$ cat src/rtl/stall_flush_unit.sv
// stall_flush_unit
//
// Pipeline stall/flush controller for the 5-stage RISC-V core. Forwarding
// resolves most data hazards by bypassing. This block handles the hazards
// that bypassing cannot resolve:
//   - load-use hazards between Decode and Execute (one bubble),
//   - control flushes on taken branches and jumps resolved in Execute,
//   - a multi-cycle MUL/DIV that occupies Execute for MD_CYCLES cycles.
// It also keeps a saturating count of front-end stall cycles for the
// performance counters.
//
// Parameters:
//   MD_CYCLES    total cycles a MUL/DIV occupies Execute (2..16)
//   CNT_W        width of the stall-cycle counter
//
// Ports:
//   clk          core clock, rising-edge
//   rst          synchronous active-high reset
//   RS1_D/RS2_D  source registers of the Decode instruction
//   RD_E         destination register of the Execute instruction
//   RegWriteE    Execute instruction writes the register file
//   ResultSrcE0  Execute instruction is a load
//   PCSrcE       taken branch/jump resolved in Execute
//   MulDivStartE Execute instruction is a MUL/DIV (held high while stalled)
//   StallF/D/E   hold PC, IF/ID, ID/EX registers
//   FlushD/E/M   clear IF/ID, ID/EX, EX/MEM registers
//   MdBusy       MUL/DIV sequencer is in BUSY
//   MdDoneE      MUL/DIV result is valid in Execute this cycle
//   StallCount   saturating count of cycles with StallF set

module stall_flush_unit #(
    parameter int MD_CYCLES = 4,
    parameter int CNT_W     = 32
) (
    input  logic             clk,
    input  logic             rst,
    input  logic [4:0]       RS1_D,
    input  logic [4:0]       RS2_D,
    input  logic [4:0]       RD_E,
    input  logic             RegWriteE,
    input  logic             ResultSrcE0,
    input  logic             PCSrcE,
    input  logic             MulDivStartE,
    output logic             StallF,
    output logic             StallD,
    output logic             StallE,
    output logic             FlushD,
    output logic             FlushE,
    output logic             FlushM,
    output logic             MdBusy,
    output logic             MdDoneE,
    output logic [CNT_W-1:0] StallCount
);

    typedef enum logic {
        IDLE = 1'b0,
        BUSY = 1'b1
    } mdState_t;

    localparam logic [3:0] CNT_LOAD = 4'(MD_CYCLES - 1);
    localparam logic [CNT_W-1:0] CNT_MAX = {CNT_W{1'b1}};
    localparam logic [CNT_W-1:0] CNT_ONE = {{(CNT_W-1){1'b0}}, 1'b1};

    mdState_t         state_q, state_d;
    logic [3:0]       cnt_q, cnt_d;
    logic [CNT_W-1:0] stallCount_q;

    logic mdHold;
    logic mdDone;
    logic lwStall;
    logic branchFlush;

    // MUL/DIV sequencer next state. The start request is only honoured in
    // IDLE; while BUSY it is expected to stay high (the instruction is held
    // in Execute) and is deliberately ignored.
    always_comb begin
        state_d = state_q;
        cnt_d   = cnt_q;
        case (state_q)
            IDLE: begin
                if (MulDivStartE) begin
                    state_d = BUSY;
                    cnt_d   = CNT_LOAD;
                end
            end
            BUSY: begin
                if (cnt_q == 4'd1) begin
                    state_d = IDLE;
                end else begin
                    cnt_d = cnt_q - 4'd1;
                end
            end
            default: begin
                state_d = IDLE;
                cnt_d   = 4'd0;
            end
        endcase
    end

    // Hazard detection. The hold covers the issue cycle and every BUSY cycle
    // except the last one, in which the result is ready and Execute may
    // advance. Everything is gated by reset so that no stall or flush
    // escapes while the core is being reset.
    always_comb begin
        mdHold      = 1'b0;
        mdDone      = 1'b0;
        lwStall     = 1'b0;
        branchFlush = 1'b0;
        if (!rst) begin
            mdHold = ((state_q == IDLE) && MulDivStartE) ||
                     ((state_q == BUSY) && (cnt_q != 4'd1));
            mdDone = (state_q == BUSY) && (cnt_q == 4'd1);
            // x0 is hard-wired to zero, so a load to x0 is never a hazard.
            // The MUL/DIV hold takes priority: Execute is frozen anyway.
            lwStall = ResultSrcE0 && RegWriteE && (RD_E != 5'd0) &&
                      ((RD_E == RS1_D) || (RD_E == RS2_D)) && !mdHold;
            // A branch cannot be the held MUL/DIV, so PCSrcE during a hold
            // is spurious and must not flush anything.
            branchFlush = PCSrcE && !mdHold;
        end
    end

    assign StallF     = mdHold || lwStall;
    assign StallD     = mdHold || lwStall;
    assign StallE     = mdHold;
    assign FlushM     = mdHold;
    assign FlushD     = branchFlush;
    assign FlushE     = lwStall || branchFlush;
    assign MdBusy     = !rst && (state_q == BUSY);
    assign MdDoneE    = mdDone;
    assign StallCount = stallCount_q;

    // Sequencer state and stall counter. Reset abandons any in-flight
    // MUL/DIV so its done pulse never appears.
    always_ff @(posedge clk) begin
        if (rst) begin
            state_q      <= IDLE;
            cnt_q        <= 4'd0;
            stallCount_q <= '0;
        end else begin
            state_q <= state_d;
            cnt_q   <= cnt_d;
            if (StallF && (stallCount_q != CNT_MAX)) begin
                stallCount_q <= stallCount_q + CNT_ONE;
            end
        end
    end

endmodule
$ cat config.mk
export PLATFORM = sky130hd
export DESIGN_NAME = stall_flush_unit
export DESIGN_NICKNAME = d
export VERILOG_FILES = /design/src/rtl/stall_flush_unit.sv
export SDC_FILE = /design/constraint.sdc
export NUM_CORES = 1
export LEC_CHECK = 0
export BUFFER_PORTS_ARGS = -buffer_cell sky130_fd_sc_hd__buf_2
export CAP_MARGIN = 20
export CORE_MARGIN = 2
export CORE_UTILIZATION = 45
export CTS_BUF_LIST = sky130_fd_sc_hd__clkbuf_16
export DETAILED_ROUTE_END_ITERATION = 10
export GPL_TIMING_DRIVEN = 1
export HOLD_SLACK_MARGIN = 0.08
export PLACE_DENSITY = 0.79
export SYNTH_ARGS = -nofsm -noshare
export SYNTH_HDL_FRONTEND = slang
export SYNTH_SLANG_ARGS = --single-unit
export TNS_END_PERCENT = 5
$ cat constraint.sdc
create_clock -name clk -period 2.78 [get_ports clk]
set_input_delay 0.278 -clock clk [delete_from_list [all_inputs] [get_ports clk]]
set_output_delay 0.278 -clock clk [all_outputs]
set_load 0.01 [all_outputs]
Word level (Yosys, flattened, before mapping). Cells that the tools add are included.

$add $sub $neg: 2. Eq/ne operators: 7. Multiplexer cells: 10. Bitwise gates (word level): 1. Reduce and logical (&&, ||, !) cells: 18.

Operators with widths (number): $add 32x1->32 const B (1); $ne 32x32->1 const B (1); $eq 5x5->1 (2); $logic_and 1x1->1 (10); $mux 4 (2); $pmux 4 s2 (1); $mux 1 (6); $reduce_bool 5->1 (1); $eq 4x1->1 const B (1); $logic_or 1x1->1 (4); $ne 2x2->1 const B (2); $ne 4x1->1 const B (1); $sub 4x1->4 const B (1); $logic_not 1->1 (2); $pmux 1 s2 (1); $reduce_and 2->1 (1); $not 1->1 (1).

Register bits: 37. Input port bits: 21. Output and inout bits: 40. Logic and storage cells: 41.

Depth between registers and ports, before layout.
Depth after elaboration: 8. Gate-level depth with buffers: 11. Gate-level depth less buffers: 9.

Least setup slack after synthesis. No wires, ideal clock.

Kind: register to register. Start: register stallCount_q[0], in the netlist StallCount[0]. End: register stallCount_q[16], in the netlist StallCount[16]. Setup time: 0.115 ns. Arrival: 2.141 ns. Required time: 2.665 ns. Slack: 0.525 ns. Stages on the path, launching flop included: 10. Buffers on the path: 3. Clock period less this slack: 2.255 ns. Cell sequence: dfxtp_1 ha_1 nand4_2 or3_1 buf_6 nor4b_4 buf_6 buf_6 nor4_1 o21a_1.

Cells in the longest elaborated chain, start to end: 2.

RTL lines: from (decl) (line 66) `logic [CNT_W-1:0] stallCount_q;`; from (signal assigned) (line 144) `stallCount_q <= stallCount_q + CNT_ONE;`; parallel branches: the longest is 2 deep, another holds $add 32x1->32.

Several ways; the timed one is not identified. A chain may end at the register's enable or synchronous reset.

Worst setup path in the final report.
Start: register cnt_q[0]. End: output StallF.

Cells in the longest elaborated chain, start to end: 7.

RTL lines: from (decl) (line 65) `logic [3:0] cnt_q, cnt_d;`; from (signal assigned) (line 142) `cnt_q <= cnt_d;`; $ne 4x1->1 * (line 111) `((state_q == BUSY) && (cnt_q != 4'd1));`; $logic_and 1x1->1 * (line 111); $logic_or 1x1->1 * (line 110) `mdHold = ((state_q == IDLE) && MulDivStartE) ||`; $logic_not 1->1 (line 116) `((RD_E == RS1_D) || (RD_E == RS2_D)) && !mdHold;`; $logic_and 1x1->1 (line 116); $mux 1 (line 109) `if (!rst) begin`; $logic_or 1x1->1 * (line 123) `assign StallF = mdHold || lwStall;`; to (decl) (line 44) `output logic StallF,`.

Every way passes the cells marked *; elsewhere a longest branch is shown, timed or not.

==> impl_metrics.json <==
{
  "insertion_delay_ps": 280,
  "swShare": 0.2420,
  "finalHoldViolCount": 0,
  "vias": 2243,
  "r2r_setup_slack_ps": 360,
  "rsz0062_at_grt": "false",
  "pin_count": 61,
  "min_path_type": "input pin to register",
  "nets": 337,
  "cts-buffers-inserted": 5,
  "netlist_instances": 260,
  "syn-num-nets": 284,
  "clockPowerShare": 0.431,
  "crit-reg2reg-launch": "StallCount[0]",
  "fin_area_um2": 2679,
  "grt_pass1_wl_um": 8700,
  "dp_cells": 373,
  "htree_levels": 2,
  "vias_per_cell": 5.903,
  "yosysWarnings": 0,
  "synth.distinct_cells": 45,
  "ys_seq_area_frac": 0.3333,
  "place_worst_setup_slack_ps": 393.1,
  "worstSetupEndpointType": "primary output",
  "syn_to_final_growth_pct": 20.55,
  "post_dp_cell_area_um2": 2546,
  "layout_common_cells": "buf_2, dfxtp_1, a21oi_1",
  "startpoint": "cnt_q[0]",
  "netlist_area_um2": 2222,
  "grtUsageMet3": 0.05149,
  "synth-simple-area-share": 0.3249,
  "grt_use_met2": 0.3690,
  "start_kind": "register",
  "fin_crit_ps": 2523,
  "hold_end": "cnt_q[2]",
  "drt_wl_total_um": 5239,
  "drt_pass1_iterations": 4,
  "die_y_um": 74.27,
  "fin_skew_ps": 3.164,
  "synth_compound_area_frac": 0.2095,
  "rows": 25,
  "critPathArrivalTime_ps": 2250,
  "antenna_found_initial": 0,
  "clk_pin_slew_worst_paths_ps": 50,
  "ant_nets": 0,
  "peakVddDrop_mv": 0.2267,
  "drtIter0Drc": 170,
  "layout_commonest_cell": "buf_2",
  "crit_fanout": 61,
  "coreArea_um2": 4755,
  "synth_fa_ha_area_frac": 0.01689,
  "pwr-share-comb": 0.113,
  "cts-hold-fix-buffers": 0,
  "grt_max_degree": 62,
  "finalPower_mw": 1.210,
  "gp_congestion": 0.8055,
  "routedWlPerCell_um": 13.79,
  "grt_pass1_vias": 1964,
  "start_util": 0.4674,
  "setup_slack_ps": 256.7,
  "synth_top_family_by_area": "simple AND/OR/NAND/NOR gates",
  "hpwl_um": 3799,
  "cts_sinks": 37,
  "grt_overflow": 0,
  "slew_viol_final": 0,
  "grt_util_met1": 0.2275,
  "max_freq_mhz": 396.3,
  "tightest_slew_ps": 467.3,
  "total_leakage_power_nw": 1.042,
  "finalSetupTns_ps": 0,
  "hp-start": "MulDivStartE",
  "period_share": 0.9076,
  "cts_resized": 0,
  "status": "finished, final reports clean",
  "drive_above_1_share": 0.2556,
  "diodes": 0,
  "r2r_end": "StallCount[31]",
  "p_sw_uw": 292.7,
  "stdcell_count": 380,
  "powerDensity_nw_per_um2": 451.6,
  "syn_avg_cell_area_um2": 8.547,
  "p_int_uw": 917.0,
  "maxCapViolCount": 0,
  "drc": 0,
  "grtUsageTotal": 0.2016,
  "port_buffers": 60,
  "setup_violations": 0,
  "p_seq_frac": 0.457,
  "synth_mux_area_frac": 0.01014,
  "r2r_cells": 7,
  "cts_setup_buffers": 0,
  "die_x_um": 74.27,
  "die_area_um2": 5516,
  "synth-xor-area-share": 0.03941,
  "cp.required_ps": 2500,
  "clock-root-buffer": "clkbuf_16",
  "grt_most_used_layer": "met2",
  "cts_buffer_depth": 2,
  "slew_headroom": 0.6881,
  "holdPathStages": 4,
  "cts_tree": "done",
  "synth-seq-cells": 37,
  "worstSetupPathType": "register to primary output"
}
==> registers in the layout, indices dropped and copies added (netlist names) <==
| name | flops |
|---|---|
| state_q | 1 |
| StallCount | 32 |
| cnt_q | 4 |
==> layer usage <==
| metal | share of wire | vias to the layer above | routed length [µm] |
|---|---|---|---|
| li1 | - | 1114 | - |
| met1 | 0.42 | 1057 | 2208 |
| met2 | 0.51 | 65 | 2657 |
| met5 | 0 | - | 0 |
| met4 | 0.014 | 0 | 75 |
| met3 | 0.057 | 7 | 299 |
==> critical path, cell delays in order, from the launching register on <==
cell and delay [ps]:
dfxtp_1 420, ha_1 170, nor3b_2 240, a21oi_2 150, and2_1 220, a31oi_4 180
buf_12 250, inv_1 160, buf_2 170
==> worst max-delay path by stage <==
stage	slack [ps]	depth (start not counted)	end
after floorplan	520	9	StallCount[16]
after global placement	430	7	StallCount[30]
after detailed placement	390	7	StallCount[31]
after CTS	230	8	StallF
after global routing	80	8	StallD
final	260	8	StallF
==> power by group through the flow <==
stage          Clock (mW)  Sequential (mW)  Combinational, mW
2_1_floorplan           0            0.562             0.0895
5_1_grt             0.555            0.554              0.153
4_1_cts             0.532            0.552              0.138
3_3_place_gp            0            0.563              0.133
6_report            0.521            0.552              0.136
3_5_place_dp            0            0.564              0.138
==> final cells by class <==
cell class / instances / area [µm²]
fillers: 445 / 2076
multi-input cells: 198 / 1344
flip-flops and latches: 37 / 740.7
repair buffers: 63 / 347.8
clock buffers: 5 / 125.1
well taps: 67 / 83.83
inverters: 8 / 30.03
clock inverters: 2 / 7.507
==> synthesized netlist by cell type, drive strengths merged <==
cell	n	area, µm²
nor4b	2	38.78
o311ai	7	61.31
nor2b	5	31.28
buf	13	101.3
dfxtp	37	740.7
nand3	21	105.1
nand4	6	50.04
o311a	1	10.01
nand4b	1	8.760
a211oi	2	15.01
or2	1	6.260
or4	19	142.6
a31oi	1	12.51
o22ai	1	6.260
o21ai	9	45.04
inv	8	30.03
o41ai	7	61.31
o211ai	2	15.01
o31a	2	17.52
ha	3	37.54
a21oi	24	123.9
o21a	1	7.510
nor2	10	37.54
o31ai	12	90.09
and2	3	18.77
and4	3	26.28
and3	6	37.54
nor3	4	25.02
nor4	3	33.78
nand2	15	56.30
nand3b	2	15.01
clkbuf	4	15.01
or3	11	68.82
xnor2	10	87.58
nor3b	2	20.02
mux2	2	22.52
==> through the flow <==
step	hold slack, ps	util
global route	454.4	0.5634
CTS	396.4	0.5634
floorplan	449.4	-
finish	400.8	0.5634
global placement	477.2	0.5355
detailed placement	485.4	0.5355
==> cell families (layout without fill, tap and decap cells) <==
kind of cell / after synthesis / count (layout)
xor gates and xnor gates: 10 / 10
adders and majority gates: 3 / 3
buffers and inverters: 25 / 78
muxes: 2 / 2
DFF: 37 / 37
AOI/OAI and AO/OA: 69 / 69
and+or+nand+nor: 114 / 114
No activity file was read; power rests on OpenSTA's default activity.
